`config.mk`:
```
export PLATFORM = sky130hd
export DESIGN_NAME = fp_result_mailbox
export DESIGN_NICKNAME = d
export VERILOG_FILES = /design/src/rtl/fp_result_mailbox.sv
export SDC_FILE = /design/constraint.sdc
export NUM_CORES = 1
export LEC_CHECK = 0
export BUFFER_PORTS_ARGS = -buffer_cell sky130_fd_sc_hd__buf_2
export CORE_ASPECT_RATIO = 0.7
export CORE_MARGIN = 4
export CORE_UTILIZATION = 45
export CTS_CLUSTER_SIZE = 30
export DETAILED_ROUTE_END_ITERATION = 8
export HOLD_SLACK_MARGIN = 0.06
export PLACE_DENSITY = 0.69
export SYNTH_ARGS = -nofsm -noshare
export SYNTH_HDL_FRONTEND = slang
export SYNTH_SLANG_ARGS = --single-unit
```
`constraint.sdc`:
```
create_clock -name clk -period 3.5 [get_ports clk]
set_input_delay 0.7 -clock clk [delete_from_list [all_inputs] [get_ports clk]]
set_output_delay 0.7 -clock clk [all_outputs]
set_load 0.05 [all_outputs]
```
`src/rtl/fp_result_mailbox.sv`:
```
// fp_result_mailbox
//   Memory-mapped result mailbox on the ARM core data bus. Stores to DATA are
//   buffered in a small FIFO. Each stored word is compared against the EXPECT
//   register, and the result is recorded in sticky pass/fail flags. Buffered
//   words drain through a valid/ready port.
//
// Ports
//   clk        in   system clock, rising edge
//   reset      in   synchronous, active-high
//   MemWrite   in   core store strobe
//   DataAdr    in   core data address (byte)
//   WriteData  in   core store data
//   ReadData   out  combinational load data (0 outside the window)
//   Sel        out  1 when DataAdr is an aligned address inside the window
//   out_valid  out  FIFO head available
//   out_data   out  FIFO head word (0 when empty)
//   out_ready  in   consumer accepts the head
//   pass       out  sticky: a pushed word matched EXPECT
//   fail       out  sticky: a pushed word mismatched EXPECT
//
// Register window (byte offsets from BASE_ADDR)
//   0x0 DATA   W: push word, R: 0
//   0x4 STATUS R: {count[15:8], fail[4], pass[3], overflow[2], full[1], empty[0]}
//              W: WriteData[0]=1 clears overflow/pass/fail
//   0x8 EXPECT R/W compare value
//   0xC HEAD   R: FIFO head or 0
module fp_result_mailbox #(
  parameter logic [31:0] BASE_ADDR   = 32'd160,
  parameter int          DEPTH       = 4,
  parameter logic [31:0] EXPECT_INIT = 32'h4202a40b
) (
  input  logic        clk,
  input  logic        reset,
  input  logic        MemWrite,
  input  logic [31:0] DataAdr,
  input  logic [31:0] WriteData,
  output logic [31:0] ReadData,
  output logic        Sel,
  output logic        out_valid,
  output logic [31:0] out_data,
  input  logic        out_ready,
  output logic        pass,
  output logic        fail
);

  localparam int AW = $clog2(DEPTH);
  localparam int CW = AW + 1;

  typedef enum logic [1:0] {
    OFF_DATA   = 2'd0,
    OFF_STATUS = 2'd1,
    OFF_EXPECT = 2'd2,
    OFF_HEAD   = 2'd3
  } reg_off_e;

  logic [31:0]   r_mem [DEPTH];
  logic [AW-1:0] r_wptr;
  logic [AW-1:0] r_rptr;
  logic [CW-1:0] r_count;
  logic          r_overflow;
  logic          r_pass;
  logic          r_fail;
  logic [31:0]   r_expect;

  reg_off_e      w_off;
  logic          w_sel;
  logic          w_empty;
  logic          w_full;
  logic          w_pop;
  logic          w_push_req;
  logic          w_push_ok;
  logic          w_clear;
  logic          w_expect_wr;
  logic          w_match;
  logic [31:0]   w_head;
  logic [31:0]   w_status;

  // Misaligned addresses inside the window decode as "not selected", so
  // they neither write nor read anything.
  assign w_sel = (DataAdr[31:4] == BASE_ADDR[31:4]) && (DataAdr[1:0] == 2'b00);
  assign w_off = reg_off_e'(DataAdr[3:2]);

  assign w_empty = (r_count == '0);
  assign w_full  = (r_count == CW'(DEPTH));
  assign w_pop   = !w_empty && out_ready;

  assign w_push_req  = MemWrite && w_sel && (w_off == OFF_DATA);
  // A pop in the same cycle frees the slot the push needs, even when full.
  assign w_push_ok   = w_push_req && (!w_full || w_pop);
  assign w_clear     = MemWrite && w_sel && (w_off == OFF_STATUS) && WriteData[0];
  assign w_expect_wr = MemWrite && w_sel && (w_off == OFF_EXPECT);
  assign w_match     = (WriteData == r_expect);

  assign w_head   = w_empty ? 32'd0 : r_mem[r_rptr];
  assign w_status = {16'd0, 8'(r_count), 3'd0, r_fail, r_pass, r_overflow,
                     w_full, w_empty};

  // NOTE: sequential state uses non-blocking assignments so every register
  // samples pre-edge values, independent of statement order.
  always_ff @(posedge clk) begin
    if (reset) begin
      r_wptr     <= '0;
      r_rptr     <= '0;
      r_count    <= '0;
      r_overflow <= 1'b0;
      r_pass     <= 1'b0;
      r_fail     <= 1'b0;
      r_expect   <= EXPECT_INIT;
    end else begin
      if (w_push_ok) r_wptr <= r_wptr + 1'b1;
      if (w_pop)     r_rptr <= r_rptr + 1'b1;

      if (w_push_ok && !w_pop)      r_count <= r_count + 1'b1;
      else if (!w_push_ok && w_pop) r_count <= r_count - 1'b1;

      if (w_expect_wr) r_expect <= WriteData;

      // Clear and push are mutually exclusive (one bus address per cycle).
      if (w_clear) begin
        r_overflow <= 1'b0;
        r_pass     <= 1'b0;
        r_fail     <= 1'b0;
      end else if (w_push_req) begin
        if (!w_push_ok) r_overflow <= 1'b1;
        if (w_match)    r_pass     <= 1'b1;
        else            r_fail     <= 1'b1;
      end
    end
  end

  // NOTE: FIFO storage is deliberately not reset; pointers and count define
  // which entries are valid, so stale contents are never observable.
  always_ff @(posedge clk) begin
    if (!reset && w_push_ok) r_mem[r_wptr] <= WriteData;
  end

  // NOTE: default assigned first so no path through the case infers a latch.
  always_comb begin
    ReadData = 32'd0;
    if (w_sel) begin
      case (w_off)
        OFF_DATA:   ReadData = 32'd0;
        OFF_STATUS: ReadData = w_status;
        OFF_EXPECT: ReadData = r_expect;
        OFF_HEAD:   ReadData = w_head;
        default:    ReadData = 32'd0;
      endcase
    end
  end

  assign Sel       = w_sel;
  assign out_valid = !w_empty;
  assign out_data  = w_head;
  assign pass      = r_pass;
  assign fail      = r_fail;

endmodule

```
### After elaboration in Yosys (flattened, before gate mapping)

Memory sizes are Yosys's and may differ from the RTL's. A register that Yosys moved wholly into a read port is not among the register bits.
Index checks and enable logic that the tools add are counted.

* flip-flop bits (word level): 42
* bits in latches: 0
* memory bits (writable): 128
* memory bits (read-only): 0
* input bits: 68
* word-level logic and storage cells: 54
* memories: 1

* $add $sub $neg: 4
* multiply operators: 0
* div/mod/pow operators: 0
* $lt $le $gt $ge: 0
* equal/unequal tests: 6
* shift operators: 0
* muxes and demuxes: 9
* bitwise operators: 2
* reduce and logical (&&, ||, !) cells: 25

Memories
* r_mem: words 4, bits a word 32, rd ports 1, clocked after Yosys merged registers in 1, write ports 1, RTL line 56 `logic [31:0] r_mem [DEPTH];`

Operator list (count)
* $pmux W32 S4: 1
* $mux W32: 2
* $eq A32 B32 Y1: 1
* $eq A28 B4 Y1 const B: 1
* $logic_and A1 B1 Y1: 11
* $mux W3: 2
* $reduce_and A2 Y1: 3
* $logic_not A1 Y1: 5
* $add A2 B1 Y2 const B: 2
* $eq A2 B2 Y1 const B: 2
* $logic_not A2 Y1: 2
* $mux W2: 2
* $add A3 B1 Y3 const B: 1
* $eq A3 B3 Y1 const B: 1
* $logic_not A3 Y1: 1
* $sub A3 B1 Y3 const B: 1
* $eq A2 B1 Y1 const B: 1
* $mux W1: 2
* $not A1 Y1: 2
* $reduce_bool A2 Y1: 1
* $reduce_or A2 Y1: 1
* $logic_or A1 B1 Y1: 1

### Depth between registers and ports, before layout

* depth after elaboration: 9
* depth in mapped cells: 12

### Least setup slack after synthesis

OpenSTA, ideal clock, no wires.

* path type: flip-flop to output port
* from: register r_count[0]
* to: output port ReadData[10]
* data arrival time: 2.775 ns
* data required time: 2.800 ns
* path slack: 0.025 ns
* cell stages (with the launch flop): 7
* path buffers: 2
* cells stage by stage: dfxtp_1 or3_1 clkbuf_1 clkbuf_1 and2_1 nand2_1 a21oi_1

* cells in the longest elaborated chain, start to end: 4

RTL lines
* start, declared: RTL line 59 `logic [CW-1:0] r_count;`
* start signal, assigned: RTL line 113 `if (w_push_ok && !w_pop) r_count <= r_count + 1'b1;`
* start signal, assigned: RTL line 114 `else if (!w_push_ok && w_pop) r_count <= r_count - 1'b1;`
* $logic_not A3 Y1: RTL line 83 `assign w_empty = (r_count == '0);`
* $mux W32: RTL line 94 `assign w_head = w_empty ? 32'd0 : r_mem[r_rptr];`
* net out_data[10]: RTL line 40 `output logic [31:0] out_data,`
* $pmux W32 S4: RTL line 141 `case (w_off)`
* $mux W32: RTL line 140 `if (w_sel) begin`
* end, declared: RTL line 37 `output logic [31:0] ReadData,`

The timed path passes the listed nets, and every way through them passes these cells.

==> summary.txt <==
Setup path
  • CP peak stage delay: 0.52 ns
  • Slowest CP cell: dfxtp_2
  • Worst Setup Path Type: register to output pin
  • Arr. time, crit path: 2.41 ns
  • WP buf/inv: 2
  • CP cell instances: buf_4 -> mux4_2 -> and2_1 -> mux2i_1 -> nor2_1 -> buf_2
  • CP Capture Type: output pin
  • Largest delay share family, worst path: multiplexers
  • Startpoint types: register
  • Critical R2R Launch: r_count[2]
  • R2R depth: 9
  • R2R Path End: r_count[2]
  • Crit Path Max Fanout: 10
  • Required @ worst endpoint: 2.80 ns
  • Reg-to-reg slack, setup: 1.05 ns

Cells and area
  • Layout cells sized above 1: 33.1%
  • Fin nets: 756
  • Antenna cells: 0
  • Fin cells: 920
  • Area Overhead vs Synth: 20.7%

Flow run
  • Max Cap Viol: 0

Detailed routing
  • Post-DRT Antenna Nets: 0
  • Drc violations: 0
  • Iteration count of the initial detailed-routing pass: 5
  • Final WL: 18300 µm
  • Routed WL per cell: 19.9 µm
  • Routed via count: 4911
  • Starting DRT DRC Count: 379
  • Via density: 5.34

Place
  • I/O Buffers: 135
  • Post-Place Cells: 888
  • Post-DP HPWL: 12400 µm
  • Routability cong.: 0.796

Timing
  • Worst-margin pin slew: 0.634 ns
  • Final period util: 88.9%
  • Final hold vios: 0
  • Final Slew Violations: 0
  • Final min period: 3.11 ns
  • RSZ-0062 raised after global routing: no
  • Skew final: 0.00811 ns
  • Highest Clock Rate: 322 MHz
  • Final setup fails: 0
  • Relative slew slack: 57.7%
  • Setup TNS: 0 ns
  • Hold slack: 0.501 ns

Logic synthesis
  • Sequential share of the synthesized area: 61.8%
  • Syn Inst Count: 542
  • Synth cell types: 36
  • Syn Area/Cell: 14.1 µm²
  • Synthesis warning total: 0
  • Async S/R FF share, synth: 0%
  • Syn Nets: 616
  • Post-synth EDFFs: 128
  • Synthesized flop and latch total: 172
  • Top_reg_cell synth: edfxtp_1
  • Cell Area, Synth: 0.00764 mm²

Floorplanning
  • Core area: 0.0165 mm²
  • Ports: 136
  • Initial Util: 46.3%
  • Std-Cell Rows: 39
  • Die ar.: 0.0192 mm²
  • Die width: 164 µm
  • Die height: 117 µm

Power
  • Psw: 0.000946 W
  • Share of total power in the clock network: 43.7%
  • Sequential share of power: 52.8%
  • Combinational power share: 3.5%
  • Pleak: 3.31 nW
  • Peak VDD IR: 0.225 mV
  • Switching share of power: 22.9%
  • Power Dens Cells: 448 mW/mm²
  • Internal: 0.00319 W

Global routing
  • Total track usage: 19.8%
  • First-pass GRT wire length: 28200 µm
  • Largest net degree at the start of global routing: 55
  • Total grt overflow: 0
  • Initial antenna violation count: 2
  • Vias in the first global route: 5095

Clock network
  • CTS tree: built
  • Clock transition at the registers of the reported paths: 0.07 ns
  • Clock buffers created by TritonCTS: 17
  • Clock Latency Late Sink: 0.42 ns
  • Post-CTS Resized: 0
  • Hold buffers post-CTS: 0
  • CTS Root Cell: clkbuf_16
  • Clock sink total: 172
  • Max Root-Sink Buffers: 2
  • Htree depth: 4
  • Post CTS Setup Buffer Count: 0

Hold path
  • Hold Path Origin: r_overflow
  • Hold Crit Depth: 2
  • Hold Path End: r_overflow
  • Hold crit path type: register to register

Status
  • Status: complete, no violations
-- how the worst max path moves through the flow --
stage / to / cells after the start
floorplan: ReadData[10] / 6
global placement: r_count[2] / 11
detailed placement: r_count[2] / 11
CTS: ReadData[5] / 6
global route: ReadData[6] / 6
finish: ReadData[5] / 6
-- state kept, by name, summed over array words and instances, names as in the netlist, named ones only --
name	cells
pass	1
r_rptr	2
fail	1
r_count	3
r_wptr	2
r_overflow	1
r_expect	32
r_mem	128
-- power by group through the flow --
| stage | Combinational (W) | Sequential [W] | Clock [W] |
|---|---|---|---|
| 2_1_floorplan | 0.0000577 | 0.00223 | 0 |
| 3_3_place_gp | 0.000139 | 0.00223 | 0 |
| 3_5_place_dp | 0.000144 | 0.00223 | 0 |
| 4_1_cts | 0.000144 | 0.00218 | 0.00184 |
| 5_1_grt | 0.000158 | 0.00218 | 0.00194 |
| 6_report | 0.000144 | 0.00218 | 0.00181 |
-- cells in the final DEF, fill, tap and decap left out, types with 2 or more instances in the layout --
cell type,n
buf_2,135
edfxtp_1,128
nor2_1,72
mux2i_1,49
dfxtp_1,43
and2_1,37
xnor2_1,33
mux4_2,32
a21oi_1,18
clkbuf_16,17
nand2_1,16
buf_4,14
nor3_1,13
nand4_1,9
nor4_2,7
o21ai_0,7
inv_1,6
inv_8,6
nand2b_1,5
ha_1,5
buf_12,5
nand3_1,4
xor2_1,4
clkinv_4,3
inv_6,3
nor4b_2,2
nand4_2,2
or2_1,2
or3_1,2
nand3b_1,2
a31oi_1,2
nor4_1,2
-- layout make-up --
cell class              instances  area [µm²]
repair buffers                154         881
clock inverters                15         148
clock buffers                  17         425
inverters                       6        22.5
well taps                     225         282
multi-input cells             331        2740
flip-flops and latches        172        4730
fillers                      1394        7270
-- metal layers --
layer  vias up  share of wire (%)  GRT usage, %
met5         -              0.098             0
met4         4                1.0          4.58
met3        23                9.4          5.39
met2       192                 48          31.6
met1      2410                 42          27.5
li1       2282                  -             -
-- tightest hold or removal path, stage by stage, from the launching register on --
cell and delay (ns):
dfxtp_1 0.31, o21ai_0 0.07, a21oi_1 0.07
-- cells in the mapped netlist, types with 7 or more instances --
cell type | number | share of area, %
mux2i_1 | 49 | 6.4
dfxtp_1 | 44 | 12
nand4_1 | 9 | 0.74
nor4_2 | 7 | 1.1
nor3_1 | 13 | 0.85
o21ai_0 | 7 | 0.46
nand2_1 | 16 | 0.79
xnor2_1 | 33 | 3.8
mux4_2 | 32 | 9.4
clkbuf_1 | 20 | 0.98
a21oi_1 | 18 | 1.2
nor2_1 | 72 | 3.5
edfxtp_1 | 128 | 50
and2_1 | 37 | 3.0
-- cell families (layout without fill, tap and decap cells) --
family | count (synthesis) | after routing | share of synthesized area, %
compound gates | 29 | 29 | 2.03
xor+xnor | 37 | 37 | 4.24
fa+ha+maj | 6 | 6 | 1.08
buf+inv | 39 | 192 | 2.33
flops | 172 | 172 | 61.8
mux | 81 | 81 | 15.9
simple gates | 178 | 178 | 12.6
-- through the flow --
stage	utilization, %	total power [W]	setup slack [ns]	cell area [µm²]
after global routing	55.9	0.00428	0.213	9220
after global placement	52.4	0.00237	0.414	8650
after CTS	55.9	0.00417	0.310	9220
final	55.9	0.00414	0.390	9220
after detailed placement	52.4	0.00237	0.308	8650
after floorplan	-	0.00229	0.0252	7640
Power figures use the tool's default switching activity.
